### src/rtl/ctrl_decode_pipe_pkg.sv
// Shared opcode, field-encoding, FSM-state and control-word definitions
// for the ID-stage control decoder and its pipeline register.
package ctrl_decode_pipe_pkg;

  localparam int unsigned OP_W  = 6;
  localparam int unsigned CNT_W = 4;

  localparam logic [OP_W-1:0] OP_RTYPE = 6'b000000;
  localparam logic [OP_W-1:0] OP_J     = 6'b000010;
  localparam logic [OP_W-1:0] OP_JAL   = 6'b000011;
  localparam logic [OP_W-1:0] OP_BEQ   = 6'b000100;
  localparam logic [OP_W-1:0] OP_BNE   = 6'b000101;
  localparam logic [OP_W-1:0] OP_ADDI  = 6'b001000;
  localparam logic [OP_W-1:0] OP_SLTI  = 6'b001010;
  localparam logic [OP_W-1:0] OP_ORI   = 6'b001101;
  localparam logic [OP_W-1:0] OP_XORI  = 6'b001110;
  localparam logic [OP_W-1:0] OP_LUI   = 6'b001111;
  localparam logic [OP_W-1:0] OP_LB    = 6'b100000;
  localparam logic [OP_W-1:0] OP_LH    = 6'b100001;
  localparam logic [OP_W-1:0] OP_LW    = 6'b100011;
  localparam logic [OP_W-1:0] OP_LBU   = 6'b100100;
  localparam logic [OP_W-1:0] OP_LHU   = 6'b100101;
  localparam logic [OP_W-1:0] OP_LWU   = 6'b100111;
  localparam logic [OP_W-1:0] OP_SB    = 6'b101000;
  localparam logic [OP_W-1:0] OP_SH    = 6'b101001;
  localparam logic [OP_W-1:0] OP_SW    = 6'b101011;

  localparam logic [1:0] ALUOP_ADD    = 2'b00;
  localparam logic [1:0] ALUOP_BRANCH = 2'b01;
  localparam logic [1:0] ALUOP_RTYPE  = 2'b10;
  localparam logic [1:0] ALUOP_SLT    = 2'b11;

  localparam logic [1:0] WIDTH_WORD = 2'b11;
  localparam logic [1:0] WIDTH_HALF = 2'b01;
  localparam logic [1:0] WIDTH_BYTE = 2'b00;

  localparam logic [1:0] ALUSRC_REG = 2'b00;
  localparam logic [1:0] ALUSRC_IMM = 2'b01;

  typedef enum logic [1:0] {
    ST_RUN    = 2'd0,
    ST_DRAIN  = 2'd1,
    ST_HALTED = 2'd2
  } state_t;

  typedef struct packed {
    logic       jump;
    logic       branch;
    logic       reg_dst;
    logic       mem2reg;
    logic       reg_write;
    logic       mem_read;
    logic       mem_write;
    logic       sign_flag;
    logic       immediate;
    logic [1:0] alu_src;
    logic [1:0] alu_op;
    logic [1:0] width;
  } ctrl_t;

  localparam ctrl_t CTRL_BUBBLE = '{
    jump: 1'b0, branch: 1'b0, reg_dst: 1'b0, mem2reg: 1'b0,
    reg_write: 1'b0, mem_read: 1'b0, mem_write: 1'b0,
    sign_flag: 1'b0, immediate: 1'b0,
    alu_src: ALUSRC_REG, alu_op: ALUOP_ADD, width: WIDTH_WORD
  };

endpackage

### src/rtl/ctrl_decode_pipe_if.sv
// IF/ID-side inputs, EX-side hazard inputs and the registered control bundle.
interface ctrl_decode_pipe_if #(
  parameter int unsigned NB_INSTR = 32,
  parameter int unsigned NB_REG   = 5
);
  logic                i_valid;
  logic [NB_INSTR-1:0] i_instr;
  logic                i_ex_memRead;
  logic [NB_REG-1:0]   i_ex_rt;
  logic                i_flush;
  logic                i_resume;
  logic                o_stall;
  logic                o_valid;
  logic                o_jump;
  logic                o_branch;
  logic                o_regDst;
  logic                o_mem2Reg;
  logic                o_regWrite;
  logic                o_memRead;
  logic                o_memWrite;
  logic                o_sign_flag;
  logic                o_immediate;
  logic [1:0]          o_aluSrc;
  logic [1:0]          o_aluOp;
  logic [1:0]          o_width;
  logic                o_illegal;
  logic                o_halted;

  modport master (
    output i_valid, i_instr, i_ex_memRead, i_ex_rt, i_flush, i_resume,
    input  o_stall, o_valid, o_jump, o_branch, o_regDst, o_mem2Reg, o_regWrite,
           o_memRead, o_memWrite, o_sign_flag, o_immediate, o_aluSrc, o_aluOp,
           o_width, o_illegal, o_halted
  );

  modport slave (
    input  i_valid, i_instr, i_ex_memRead, i_ex_rt, i_flush, i_resume,
    output o_stall, o_valid, o_jump, o_branch, o_regDst, o_mem2Reg, o_regWrite,
           o_memRead, o_memWrite, o_sign_flag, o_immediate, o_aluSrc, o_aluOp,
           o_width, o_illegal, o_halted
  );
endinterface

### src/rtl/ctrl_decode_comb.sv
// Pure opcode-to-control lookup with illegal-opcode and rt-source flags.
module ctrl_decode_comb
  import ctrl_decode_pipe_pkg::*;
#(
  parameter logic [OP_W-1:0] HALT_OP = 6'b111111
) (
  input  logic [OP_W-1:0] opcode,
  output ctrl_t           ctrl,
  output logic            illegal,
  output logic            uses_rt
);

  always_comb begin
    ctrl    = CTRL_BUBBLE;
    illegal = 1'b0;
    uses_rt = 1'b0;
    if (opcode == HALT_OP) begin
      ctrl.width = WIDTH_BYTE;  // HALT carries an all-zero word
    end else begin
      case (opcode)
        OP_RTYPE: begin
          ctrl.reg_dst   = 1'b1;
          ctrl.reg_write = 1'b1;
          ctrl.alu_op    = ALUOP_RTYPE;
          uses_rt        = 1'b1;
        end
        OP_LW, OP_LWU, OP_LH, OP_LHU, OP_LB, OP_LBU: begin
          ctrl.alu_src   = ALUSRC_IMM;
          ctrl.mem2reg   = 1'b1;
          ctrl.reg_write = 1'b1;
          ctrl.mem_read  = 1'b1;
          ctrl.sign_flag = (opcode == OP_LWU) || (opcode == OP_LHU) || (opcode == OP_LBU);
          if ((opcode == OP_LH) || (opcode == OP_LHU))      ctrl.width = WIDTH_HALF;
          else if ((opcode == OP_LB) || (opcode == OP_LBU)) ctrl.width = WIDTH_BYTE;
          else                                              ctrl.width = WIDTH_WORD;
        end
        OP_SW, OP_SH, OP_SB: begin
          ctrl.alu_src   = ALUSRC_IMM;
          ctrl.mem_write = 1'b1;
          uses_rt        = 1'b1;
          if (opcode == OP_SH)      ctrl.width = WIDTH_HALF;
          else if (opcode == OP_SB) ctrl.width = WIDTH_BYTE;
          else                      ctrl.width = WIDTH_WORD;
        end
        OP_BEQ, OP_BNE: begin
          ctrl.branch = 1'b1;
          ctrl.alu_op = ALUOP_BRANCH;
          uses_rt     = 1'b1;
        end
        OP_ADDI: begin
          ctrl.alu_src   = ALUSRC_IMM;
          ctrl.reg_write = 1'b1;
          ctrl.alu_op    = ALUOP_ADD;
        end
        OP_ORI, OP_XORI: begin
          ctrl.alu_src   = ALUSRC_IMM;
          ctrl.reg_write = 1'b1;
          ctrl.alu_op    = ALUOP_BRANCH;
          ctrl.immediate = 1'b1;
        end
        OP_SLTI: begin
          ctrl.alu_src   = ALUSRC_IMM;
          ctrl.reg_write = 1'b1;
          ctrl.alu_op    = ALUOP_SLT;
          ctrl.immediate = 1'b1;
        end
        OP_LUI: begin
          ctrl.alu_src   = ALUSRC_IMM;
          ctrl.reg_write = 1'b1;
          ctrl.immediate = 1'b1;
          ctrl.sign_flag = 1'b1;
        end
        OP_J: begin
          ctrl.jump = 1'b1;
        end
        OP_JAL: begin
          ctrl.jump      = 1'b1;
          ctrl.reg_write = 1'b1;
        end
        default: illegal = 1'b1;
      endcase
    end
  end

endmodule

### src/rtl/ctrl_decode_pipe.sv
// ID-stage control decode with load-use stall, flush, HALT drain FSM and
// the control half of the ID/EX pipeline register.
module ctrl_decode_pipe
  import ctrl_decode_pipe_pkg::*;
#(
  parameter int unsigned      NB_OP        = 6,
  parameter int unsigned      NB_REG       = 5,
  parameter int unsigned      NB_INSTR     = 32,
  parameter int unsigned      DRAIN_CYCLES = 4,
  parameter logic [NB_OP-1:0] HALT_OP      = '1
) (
  input  logic              clk,
  input  logic              i_rst_n,
  ctrl_decode_pipe_if.slave bus
);

  localparam int unsigned RS_LSB = NB_INSTR - NB_OP - NB_REG;
  localparam int unsigned RT_LSB = RS_LSB - NB_REG;

  logic [NB_OP-1:0]  opcode;
  logic [NB_REG-1:0] rs;
  logic [NB_REG-1:0] rt;
  logic              unused_low_bits;

  assign opcode          = bus.i_instr[NB_INSTR-1 -: NB_OP];
  assign rs              = bus.i_instr[RS_LSB +: NB_REG];
  assign rt              = bus.i_instr[RT_LSB +: NB_REG];
  assign unused_low_bits = ^bus.i_instr[RT_LSB-1:0];

  ctrl_t dec_ctrl;
  logic  dec_illegal;
  logic  dec_uses_rt;
  logic  uses_rs;
  logic  is_halt;
  logic  hazard;

  ctrl_decode_comb #(.HALT_OP(OP_W'(HALT_OP))) u_dec (
    .opcode  (OP_W'(opcode)),
    .ctrl    (dec_ctrl),
    .illegal (dec_illegal),
    .uses_rt (dec_uses_rt)
  );

  // rs is a source for everything except the jumps and LUI
  assign uses_rs = !((OP_W'(opcode) == OP_J) || (OP_W'(opcode) == OP_JAL) ||
                     (OP_W'(opcode) == OP_LUI));
  assign is_halt = (opcode == HALT_OP);
  assign hazard  = bus.i_valid && bus.i_ex_memRead && (bus.i_ex_rt != '0) &&
                   ((uses_rs && (rs == bus.i_ex_rt)) ||
                    (dec_uses_rt && (rt == bus.i_ex_rt)));

  state_t           state_q, state_nxt;
  logic [CNT_W-1:0] cnt_q, cnt_nxt;
  ctrl_t            ctrl_q, ctrl_nxt;
  logic             valid_q, valid_nxt;
  logic             illegal_q, illegal_nxt;
  logic             halted_q;
  logic             stall_c;

  // next-state, stall and next control word; flush outranks stall
  always_comb begin
    state_nxt   = state_q;
    cnt_nxt     = cnt_q;
    ctrl_nxt    = CTRL_BUBBLE;
    valid_nxt   = 1'b0;
    illegal_nxt = 1'b0;
    stall_c     = 1'b0;
    case (state_q)
      ST_RUN: begin
        stall_c = hazard && !bus.i_flush;
        if (bus.i_valid && !bus.i_flush && !hazard) begin
          if (is_halt) begin
            state_nxt = ST_DRAIN;
            cnt_nxt   = CNT_W'(DRAIN_CYCLES - 1);
          end else begin
            ctrl_nxt    = dec_ctrl;
            valid_nxt   = 1'b1;
            illegal_nxt = dec_illegal;
          end
        end
      end
      ST_DRAIN: begin
        stall_c = 1'b1;
        if (cnt_q == '0) state_nxt = ST_HALTED;
        else             cnt_nxt   = cnt_q - CNT_W'(1);
      end
      ST_HALTED: begin
        stall_c = 1'b1;
        if (bus.i_resume) state_nxt = ST_RUN;
      end
      default: state_nxt = ST_RUN;
    endcase
  end

  always_ff @(posedge clk or negedge i_rst_n) begin
    if (!i_rst_n) begin
      state_q   <= ST_RUN;
      cnt_q     <= '0;
      ctrl_q    <= CTRL_BUBBLE;
      valid_q   <= 1'b0;
      illegal_q <= 1'b0;
      halted_q  <= 1'b0;
    end else begin
      state_q   <= state_nxt;
      cnt_q     <= cnt_nxt;
      ctrl_q    <= ctrl_nxt;
      valid_q   <= valid_nxt;
      illegal_q <= illegal_nxt;
      halted_q  <= (state_nxt == ST_HALTED);
    end
  end

  assign bus.o_stall     = stall_c;
  assign bus.o_valid     = valid_q;
  assign bus.o_jump      = ctrl_q.jump;
  assign bus.o_branch    = ctrl_q.branch;
  assign bus.o_regDst    = ctrl_q.reg_dst;
  assign bus.o_mem2Reg   = ctrl_q.mem2reg;
  assign bus.o_regWrite  = ctrl_q.reg_write;
  assign bus.o_memRead   = ctrl_q.mem_read;
  assign bus.o_memWrite  = ctrl_q.mem_write;
  assign bus.o_sign_flag = ctrl_q.sign_flag;
  assign bus.o_immediate = ctrl_q.immediate;
  assign bus.o_aluSrc    = ctrl_q.alu_src;
  assign bus.o_aluOp     = ctrl_q.alu_op;
  assign bus.o_width     = ctrl_q.width;
  assign bus.o_illegal   = illegal_q;
  assign bus.o_halted    = halted_q;

endmodule

### src/flat_wrapper.sv
// flat-port wrapper written by rule: the top's interface ports become plain ports
module ctrl_decode_pipe_flat import ctrl_decode_pipe_pkg::*;
#(
  parameter int unsigned      NB_OP        = 6,
  parameter int unsigned      NB_REG       = 5,
  parameter int unsigned      NB_INSTR     = 32,
  parameter int unsigned      DRAIN_CYCLES = 4,
  parameter logic [NB_OP-1:0] HALT_OP      = '1
)
  (clk, i_rst_n, bus_i_valid, bus_i_instr, bus_i_ex_memRead, bus_i_ex_rt, bus_i_flush, bus_i_resume, bus_o_stall, bus_o_valid, bus_o_jump, bus_o_branch, bus_o_regDst, bus_o_mem2Reg, bus_o_regWrite, bus_o_memRead, bus_o_memWrite, bus_o_sign_flag, bus_o_immediate, bus_o_aluSrc, bus_o_aluOp, bus_o_width, bus_o_illegal, bus_o_halted);
  ctrl_decode_pipe_if #(.NB_INSTR(NB_INSTR), .NB_REG(NB_REG)) bus_i ();
  input  logic clk;
  input  logic i_rst_n;
  input wire logic [$bits(bus_i.i_valid)-1:0] bus_i_valid;
  input wire logic [$bits(bus_i.i_instr)-1:0] bus_i_instr;
  input wire logic [$bits(bus_i.i_ex_memRead)-1:0] bus_i_ex_memRead;
  input wire logic [$bits(bus_i.i_ex_rt)-1:0] bus_i_ex_rt;
  input wire logic [$bits(bus_i.i_flush)-1:0] bus_i_flush;
  input wire logic [$bits(bus_i.i_resume)-1:0] bus_i_resume;
  output wire logic [$bits(bus_i.o_stall)-1:0] bus_o_stall;
  output wire logic [$bits(bus_i.o_valid)-1:0] bus_o_valid;
  output wire logic [$bits(bus_i.o_jump)-1:0] bus_o_jump;
  output wire logic [$bits(bus_i.o_branch)-1:0] bus_o_branch;
  output wire logic [$bits(bus_i.o_regDst)-1:0] bus_o_regDst;
  output wire logic [$bits(bus_i.o_mem2Reg)-1:0] bus_o_mem2Reg;
  output wire logic [$bits(bus_i.o_regWrite)-1:0] bus_o_regWrite;
  output wire logic [$bits(bus_i.o_memRead)-1:0] bus_o_memRead;
  output wire logic [$bits(bus_i.o_memWrite)-1:0] bus_o_memWrite;
  output wire logic [$bits(bus_i.o_sign_flag)-1:0] bus_o_sign_flag;
  output wire logic [$bits(bus_i.o_immediate)-1:0] bus_o_immediate;
  output wire logic [$bits(bus_i.o_aluSrc)-1:0] bus_o_aluSrc;
  output wire logic [$bits(bus_i.o_aluOp)-1:0] bus_o_aluOp;
  output wire logic [$bits(bus_i.o_width)-1:0] bus_o_width;
  output wire logic [$bits(bus_i.o_illegal)-1:0] bus_o_illegal;
  output wire logic [$bits(bus_i.o_halted)-1:0] bus_o_halted;
  assign bus_i.i_valid = bus_i_valid;
  assign bus_i.i_instr = bus_i_instr;
  assign bus_i.i_ex_memRead = bus_i_ex_memRead;
  assign bus_i.i_ex_rt = bus_i_ex_rt;
  assign bus_i.i_flush = bus_i_flush;
  assign bus_i.i_resume = bus_i_resume;
  assign bus_o_stall = bus_i.o_stall;
  assign bus_o_valid = bus_i.o_valid;
  assign bus_o_jump = bus_i.o_jump;
  assign bus_o_branch = bus_i.o_branch;
  assign bus_o_regDst = bus_i.o_regDst;
  assign bus_o_mem2Reg = bus_i.o_mem2Reg;
  assign bus_o_regWrite = bus_i.o_regWrite;
  assign bus_o_memRead = bus_i.o_memRead;
  assign bus_o_memWrite = bus_i.o_memWrite;
  assign bus_o_sign_flag = bus_i.o_sign_flag;
  assign bus_o_immediate = bus_i.o_immediate;
  assign bus_o_aluSrc = bus_i.o_aluSrc;
  assign bus_o_aluOp = bus_i.o_aluOp;
  assign bus_o_width = bus_i.o_width;
  assign bus_o_illegal = bus_i.o_illegal;
  assign bus_o_halted = bus_i.o_halted;
  ctrl_decode_pipe #(.NB_OP(NB_OP), .NB_REG(NB_REG), .NB_INSTR(NB_INSTR), .DRAIN_CYCLES(DRAIN_CYCLES), .HALT_OP(HALT_OP)) u_core (.clk(clk), .i_rst_n(i_rst_n), .bus(bus_i));
endmodule
### config.mk
export PLATFORM = sky130hd
export DESIGN_NAME = ctrl_decode_pipe_flat
export DESIGN_NICKNAME = d
export VERILOG_FILES = /design/src/rtl/ctrl_decode_pipe_pkg.sv /design/src/rtl/ctrl_decode_pipe_if.sv /design/src/rtl/ctrl_decode_comb.sv /design/src/rtl/ctrl_decode_pipe.sv /design/src/flat_wrapper.sv
export SDC_FILE = /design/constraint.sdc
export NUM_CORES = 1
export LEC_CHECK = 0
export CAP_MARGIN = 20
export CORE_MARGIN = 5
export CORE_UTILIZATION = 40
export CTS_CLUSTER_SIZE = 20
export DETAILED_ROUTE_END_ITERATION = 16
export GPL_TIMING_DRIVEN = 0
export PLACE_DENSITY = 0.7
export REMOVE_ABC_BUFFERS = 1
export SLEW_MARGIN = 40
export SYNTH_ARGS = -nofsm -noshare
export SYNTH_HDL_FRONTEND = slang
export SYNTH_HIERARCHICAL = 1
export SYNTH_SLANG_ARGS = --single-unit
export TNS_END_PERCENT = 50
### constraint.sdc
create_clock -name clk -period 2.86 [get_ports clk]
set_input_delay 0.572 -clock clk [delete_from_list [all_inputs] [get_ports clk]]
set_output_delay 0.572 -clock clk [all_outputs]
set_load 0.1 [all_outputs]
# After elaboration in Yosys (flattened, before gate mapping)
# Cells that the tools add are included.
[classes]
addsub = 1
n_eq_ne = 27
mux = 37
reduce_logical = 35
[ops]
columns = ["cell", "count"]
rows = [
  ["equality test 6 bit, second input constant", 10],
  ["2-to-1 mux 15 bit", 3],
  ["equality test 6 x 4 -> 1 bit, second input constant", 5],
  ["OR reduction 19 bit", 1],
  ["2-to-1 mux 1 bit", 17],
  ["2-to-1 mux 2 bit", 8],
  ["OR reduction 14 bit", 1],
  ["OR reduction 13 bit", 1],
  ["equality test 6 x 2 -> 1 bit, second input constant", 2],
  ["equality test 6 x 3 -> 1 bit, second input constant", 2],
  ["2-to-1 mux 4 bit", 3],
  ["one-hot mux 2 bit (3 select lines)", 2],
  ["OR reduction 6 bit", 2],
  ["equality test 5 bit", 2],
  ["logical AND 1 bit", 8],
  ["one-hot mux 4 bit (2 select lines)", 1],
  ["OR reduction 4 bit", 2],
  ["logical OR 1 bit", 7],
  ["zero test 6 bit", 1],
  ["OR reduction 2 bit", 3],
  ["nonzero test 5 bit", 1],
  ["equality test 2 bit, second input constant", 2],
  ["zero test 4 bit", 1],
  ["inequality test 2 x 1 -> 1 bit, second input constant", 2],
  ["10 further kinds", 13],
]
[totals]
reg_bits = 24
out_inout_bits = 19
word_cells = 117

# Depth between registers and ports, before layout
[logic_depth]
ltp_word = 12
depth_mapped = 9
depth_no_buf = 8

# Hierarchy
# The synthesis kept the hierarchy.
[by_module_without_submodules]
columns = ["mod", "instances", "cells_each", "area_each_um2", "seq_area_each_um2"]
rows = [
  ["ctrl_decode_pipe", 1, 111, 1189.9, 603.1],
  ["ctrl_decode_comb", 1, 66, 451.7, 0.0],
]

# Least setup slack after synthesis
# OpenSTA, ideal clock, no wires.
[synth_path]
kind = "input to output"
start = "input bus_i_instr[31]"
end = "output bus_o_stall"
t_arrival_ns = 2.787
slack_ns = -0.499
cell_stages = 8
path_buffers = 2
path_cell_list = "buf_2 > buf_4 > nand3b_1 > a21oi_1 > nand3_1 > a21oi_2 > a21oi_1 > nor2_1"
[synth_via]
elab_chain_len = 9
elab_cells_between_ends = 22
[synth_rtl]
columns = ["item", "line", "text"]
rows = [
  ["from (decl)", "flat_wrapper.sv:15", "input wire logic [$bits(bus_i.i_instr)-1:0] bus_i_instr;"],
  ["equality test 6 bit (tied with other cells)", "ctrl_decode_comb.sv:20", "case (opcode)"],
  ["OR reduction 6 bit (no source line)", "-", ""],
  ["2-to-1 mux 1 bit", "ctrl_decode_comb.sv:20", ""],
  ["2-to-1 mux 1 bit *", "ctrl_decode_comb.sv:17", "if (opcode == HALT_OP) begin"],
  ["net u_core.dec_uses_rt", "ctrl_decode_pipe.sv:32", "logic dec_uses_rt;"],
  ["logical AND 1 bit *", "ctrl_decode_pipe.sv:50", "(dec_uses_rt && (rt == bus.i_ex_rt)));"],
  ["logical OR 1 bit *", "ctrl_decode_pipe.sv:49", "((uses_rs && (rs == bus.i_ex_rt)) ||"],
  ["logical AND 1 bit *", "ctrl_decode_pipe.sv:48", "assign hazard = bus.i_valid && bus.i_ex_memRead && (bus.i_ex_rt != '0) &&"],
  ["logical AND 1 bit *", "ctrl_decode_pipe.sv:70", "stall_c = hazard && !bus.i_flush;"],
  ["one-hot mux 1 bit (2 select lines) *", "ctrl_decode_pipe.sv:68", "case (state_q)"],
  ["to (decl)", "flat_wrapper.sv:20", "output wire logic [$bits(bus_i.o_stall)-1:0] bus_o_stall;"],
]
# The timed path passes the listed nets; every way through them passes the cells marked *.

# Worst setup path after layout
[layout_path]
start = "input bus_i_ex_rt[1]"
end = "register u_core.cnt_q[1]"
[layout_via]
elab_chain_len = 8
elab_cells_between_ends = 12
[layout_rtl]
columns = ["item", "line", "text"]
rows = [
  ["from (decl)", "flat_wrapper.sv:17", "input wire logic [$bits(bus_i.i_ex_rt)-1:0] bus_i_ex_rt;"],
  ["equality test 5 bit, on equally long branches", "ctrl_decode_pipe.sv:49, ctrl_decode_pipe.sv:50", ""],
  ["logical AND 1 bit, on equally long branches", "ctrl_decode_pipe.sv:49, ctrl_decode_pipe.sv:50", ""],
  ["logical OR 1 bit", "ctrl_decode_pipe.sv:49", ""],
  ["logical AND 1 bit *", "ctrl_decode_pipe.sv:48", ""],
  ["zero test 1 bit *", "ctrl_decode_pipe.sv:71", "if (bus.i_valid && !bus.i_flush && !hazard) begin"],
  ["logical AND 1 bit *", "ctrl_decode_pipe.sv:71", ""],
  ["inequality test 2 x 1 -> 1 bit (no source line) *", "-", ""],
  ["AND reduction 4 bit (no source line) *", "-", ""],
  ["to (signal assigned)", "ctrl_decode_pipe.sv:105", "cnt_q <= cnt_nxt;"],
  ["to (decl)", "ctrl_decode_pipe.sv:53", "logic [CNT_W-1:0] cnt_q, cnt_nxt;"],
]
# Mark *: on every way between the ends. The rest lies on a longest branch, timed or not.
# A chain may end at the register's enable or synchronous reset.

==> flow_metrics.env <==
export IMPL_pwr_share_seq=0.331
export IMPL_worst_path_dominant_cell_family="simple AND/OR/NAND/NOR gates"
export IMPL_first_global_vias=1310
export IMPL_synth_fa_ha_area_frac=0.0457
export IMPL_cts_tree="yes"
export IMPL_min_period_ns=2.77
export IMPL_synthArstFlopShare=1.00
export IMPL_worstPathCellList="clkdlybuf4s50_1 -> or4_4 -> o211ai_2 -> a21oi_2 -> buf_4 -> buf_4 -> o21a_1 -> or2_4 -> mux2_4"
export IMPL_io_pins=62
export IMPL_first_pass_iters=4
export IMPL_reg2reg_to="u_core/cnt_q[1]"
export IMPL_synth_cell_types=49
export IMPL_dieArea_um2=5480
export IMPL_p_sw_frac=0.401
export IMPL_grt_usage=0.130
export IMPL_placementRows=23
export IMPL_portBuffers=45
export IMPL_vias_per_cell=5.08
export IMPL_clock_path_buffers=2
export IMPL_p_clk_frac=0.236
export IMPL_wl_per_cell_um=12.7
export IMPL_yosys_warnings=6
export IMPL_cp_slowest_cell="or4_4"
export IMPL_cp_max_fo=5
export IMPL_grt_start_max_net_pins=25
export IMPL_status="complete, no violations"
export IMPL_synth_edf_count=0
export IMPL_period_share=0.968
export IMPL_clk_latency_ns=0.26
export IMPL_antenna_found_initial=0
export IMPL_synth_top_area_frac=0.335
export IMPL_nets=267
export IMPL_drv_slew=0
export IMPL_combPwrFrac=0.433
export IMPL_synthXorXnorAreaFrac=0.0587
export IMPL_min_path_type="input pin to asynchronous set/reset pin"
export IMPL_cp_arrival_ns=2.92
export IMPL_grt_ovfl_total=0
export IMPL_rsz0062_at_grt="false"
export IMPL_setup_viol=0
export IMPL_fin_ws_ns=0.0905
export IMPL_synth_ff_type="dfrtp_1"
export IMPL_p_leak_nw=0.965
export IMPL_cp_start_kind="input pin"
export IMPL_ys_top_cells_by_area="dfrtp_1 (34%), and2_1 (5.3%), ha_1 (4.6%)"
export IMPL_syn2layout_area_growth_pct=28.0
export IMPL_syn_area_um2=1640
export IMPL_synth_top_family_by_area="simple AND/OR/NAND/NOR gates"
export IMPL_rrSetupSlack_ns=0.94
export IMPL_max_vdd_ir_drop_mv=0.533
export IMPL_cp_slowest_stage_delay_ns=0.56
export IMPL_synth_simple_gate_area_frac=0.311
export IMPL_synth_mux_area_frac=0.0213
export IMPL_p_per_area_nw_per_um2=588
export IMPL_cap_violations=0
export IMPL_critPathRequiredTime_ns=3.01
export IMPL_yosysSeqAreaShare=0.367
export IMPL_initial_core_util=0.410
export IMPL_skew_ns=0.00395
export IMPL_gp_congestion=0.730
export IMPL_cts_buffers=3
export IMPL_rr_startpoint="u_core/state_q[1]"
export IMPL_fin_area_um2=2100
export IMPL_wl_mm=3.40
export IMPL_place_ws_ns=-0.691
export IMPL_finalHoldViolCount=0
export IMPL_vias=1357
export IMPL_worst_setup_path_type="input pin to register"
export IMPL_postPlaceCellArea_um2=1980
export IMPL_drtIter0Drc=62
export IMPL_synthCells=177
export IMPL_coreArea_um2=4000
export IMPL_cts_hold_buffers=0
export IMPL_fp_dieW_um=74.1
export IMPL_grt_pass1_wl_mm=5.72
export IMPL_clkTransAtPathRegs_ns=0.08
export IMPL_fmax_ghz=0.361
export IMPL_p_int_w=0.000740
export IMPL_syn_avg_cell_area_um2=9.27
export IMPL_cts_sinks=24
export IMPL_drtAntennaViolNets=0
export IMPL_crit_path_frequent_cell="buf_4"
export IMPL_synth_compound_area_frac=0.139
export IMPL_worst_pin_slew_ns=0.571
export IMPL_htreeDepth=1
export IMPL_path_buf_inv=3
export IMPL_antenna_cells=0
export IMPL_die_y_um=74.1
export IMPL_ys_ff_latch=24
export IMPL_relSlewSlack=0.620
export IMPL_drc=0
export IMPL_post_dp_hpwl_mm=2.44
export IMPL_end_kind="register"
export IMPL_final_util=0.525
export IMPL_synth_largest_area_cell="dfrtp_1"
export IMPL_r2r_worst_path_cells=5
export IMPL_p_switching_w=0.000496
export IMPL_drive_gt1_frac=0.226
export IMPL_p_total_w=0.00124
export IMPL_root_buffer="clkbuf_8"
-- power by group through the flow --
| stage | clock (W) | sequential, W | combinational [W] |
|---|---|---|---|
| 2_1_floorplan | 0 | 0.000511 | 0.000284 |
| 3_3_place_gp | 0 | 0.000415 | 0.000534 |
| 3_5_place_dp | 0 | 0.000415 | 0.000520 |
| 4_1_cts | 0.000301 | 0.000408 | 0.000534 |
| 5_1_grt | 0.000315 | 0.000414 | 0.000578 |
| 6_report | 0.000292 | 0.000409 | 0.000535 |
-- synthesized netlist by cell type, types with 2 or more instances --
master and instances:
nor4_1 5, and2_1 14, dfstp_2 2, xnor2_1 3, a211oi_2 2, o21ai_0 7, o31ai_1 3, mux2i_1 2
buf_2 3, nand4_1 2, nor3_1 8, nor2b_1 6, xor2_1 8, a21oi_2 4, buf_6 2, ha_1 6
inv_1 4, nand2b_1 6, and3b_1 2, a21oi_1 6, and3_1 2, o21a_1 2, nor2_1 10, dfrtp_1 22
buf_4 4, nand2_1 11, and2b_1 2, or2b_1 3, nand3_1 3, nand3b_1 4
-- worst max path at each step --
stage | slack [ns] | startpoint | endpoint | depth (start not counted)
finish | 0.09 | bus_i_ex_rt[1] | u_core/cnt_q[1] | 9
global route | 0.005 | bus_i_instr[16] | bus_o_stall | 8
CTS | 0.003 | bus_i_ex_rt[4] | bus_o_stall | 8
detailed placement | -0.69 | bus_i_instr[26] | bus_o_stall | 9
global placement | -1.41 | bus_i_instr[26] | bus_o_stall | 9
floorplan | -0.35 | bus_i_ex_rt[4] | bus_o_stall | 6
-- worst reg2reg max path, delay by kind of cell (launching register included) --
kind / cells / cell delay (ns)
and+or+nand+nor: 1 / 0.24
muxes: 1 / 0.29
AOI/OAI and AO/OA: 1 / 0.49
DFF: 1 / 0.42
buffers and inverters: 1 / 0.08
adders and majority gates: 1 / 0.30
-- what timing repair did --
item / in CTS / in global routing
gates cloned: 0 / 0
resized for setup: 19 / 8
setup buffers: 1 / 1
setup endpoints to repair: 3 / 1
pin swaps: 1 / 4
-- metal layers --
metal | GRT usage | share of wire | vias up
met1 | 0.164 | 0.45 | 624
li1 | - | - | 694
met5 | 0 | 0 | -
met2 | 0.229 | 0.48 | 37
met4 | 0.0423 | 0.0091 | 0
met3 | 0.0189 | 0.060 | 2
-- placed cells by master, fill, tap and decap left out, drive strengths merged, types with 2 or more instances in the layout --
cell type	netlist	routed
inv	4	4
and3b	2	2
mux2i	2	2
ha	6	6
nor2	10	10
clkdlybuf4s50	0	16
or2b	3	3
and3	2	2
clkbuf	1	3
o31ai	3	3
xor2	8	8
buf	10	23
nor4	5	5
dfstp	2	2
nand4	2	2
nand3	3	3
a21oi	10	10
dfrtp	22	22
a211oi	3	3
o211ai	2	2
o21ai	7	7
and2	15	15
nor3	9	9
nand3b	4	4
xnor2	3	3
o21a	2	2
nor2b	6	6
nand2b	6	6
clkdlybuf4s15	0	4
and2b	2	2
dlymetal6s2s	0	3
nand2	11	11
-- cell type report --
cell class | count | area [um^2]
inverter | 4 | 15.0
timing repair buffer | 47 | 378
sequential | 24 | 603
fill | 381 | 1900
multi-input combinational | 138 | 972
tap | 50 | 62.6
clock buffer | 3 | 41.3
clock inverter | 1 | 30.0
-- stage by stage --
step           setup TNS [ns]  instances  hold slack (ns)
2_1_floorplan          -0.347        166            0.276
3_3_place_gp            -6.16        261            0.512
3_5_place_dp            -5.63        261            0.528
4_1_cts                     0        266            0.288
5_1_grt                     0        267            0.322
6_report                    0        267            0.267
-- cells by family after synthesis --
kind of cell	Yosys count
XOR/XNOR	11
multiplexers	3
flip-flops	24
buffers and inverters	15
AND/OR/NAND/NOR	86
other	1
AO/OA/AOI/OAI	31
adder cells (fa/ha/maj)	6
-- state kept, by name (all words and copies together) (netlist names) --
| signal | cells |
|---|---|
| u_core/bus.o_regWrite | 1 |
| u_core/bus.o_immediate | 1 |
| u_core/cnt_q | 4 |
| u_core/bus.o_sign_flag | 1 |
| u_core/bus.o_halted | 1 |
| u_core/bus.o_memWrite | 1 |
| u_core/bus.o_regDst | 1 |
| u_core/bus.o_mem2Reg | 1 |
| u_core/bus.o_memRead | 1 |
| u_core/bus.o_illegal | 1 |
| u_core/bus.o_aluOp | 2 |
| u_core/bus.o_valid | 1 |
| u_core/bus.o_aluSrc | 2 |
| u_core/bus.o_width | 2 |
| u_core/bus.o_jump | 1 |
| u_core/bus.o_branch | 1 |
| u_core/state_q | 2 |
(Power assumes the default switching activity.)
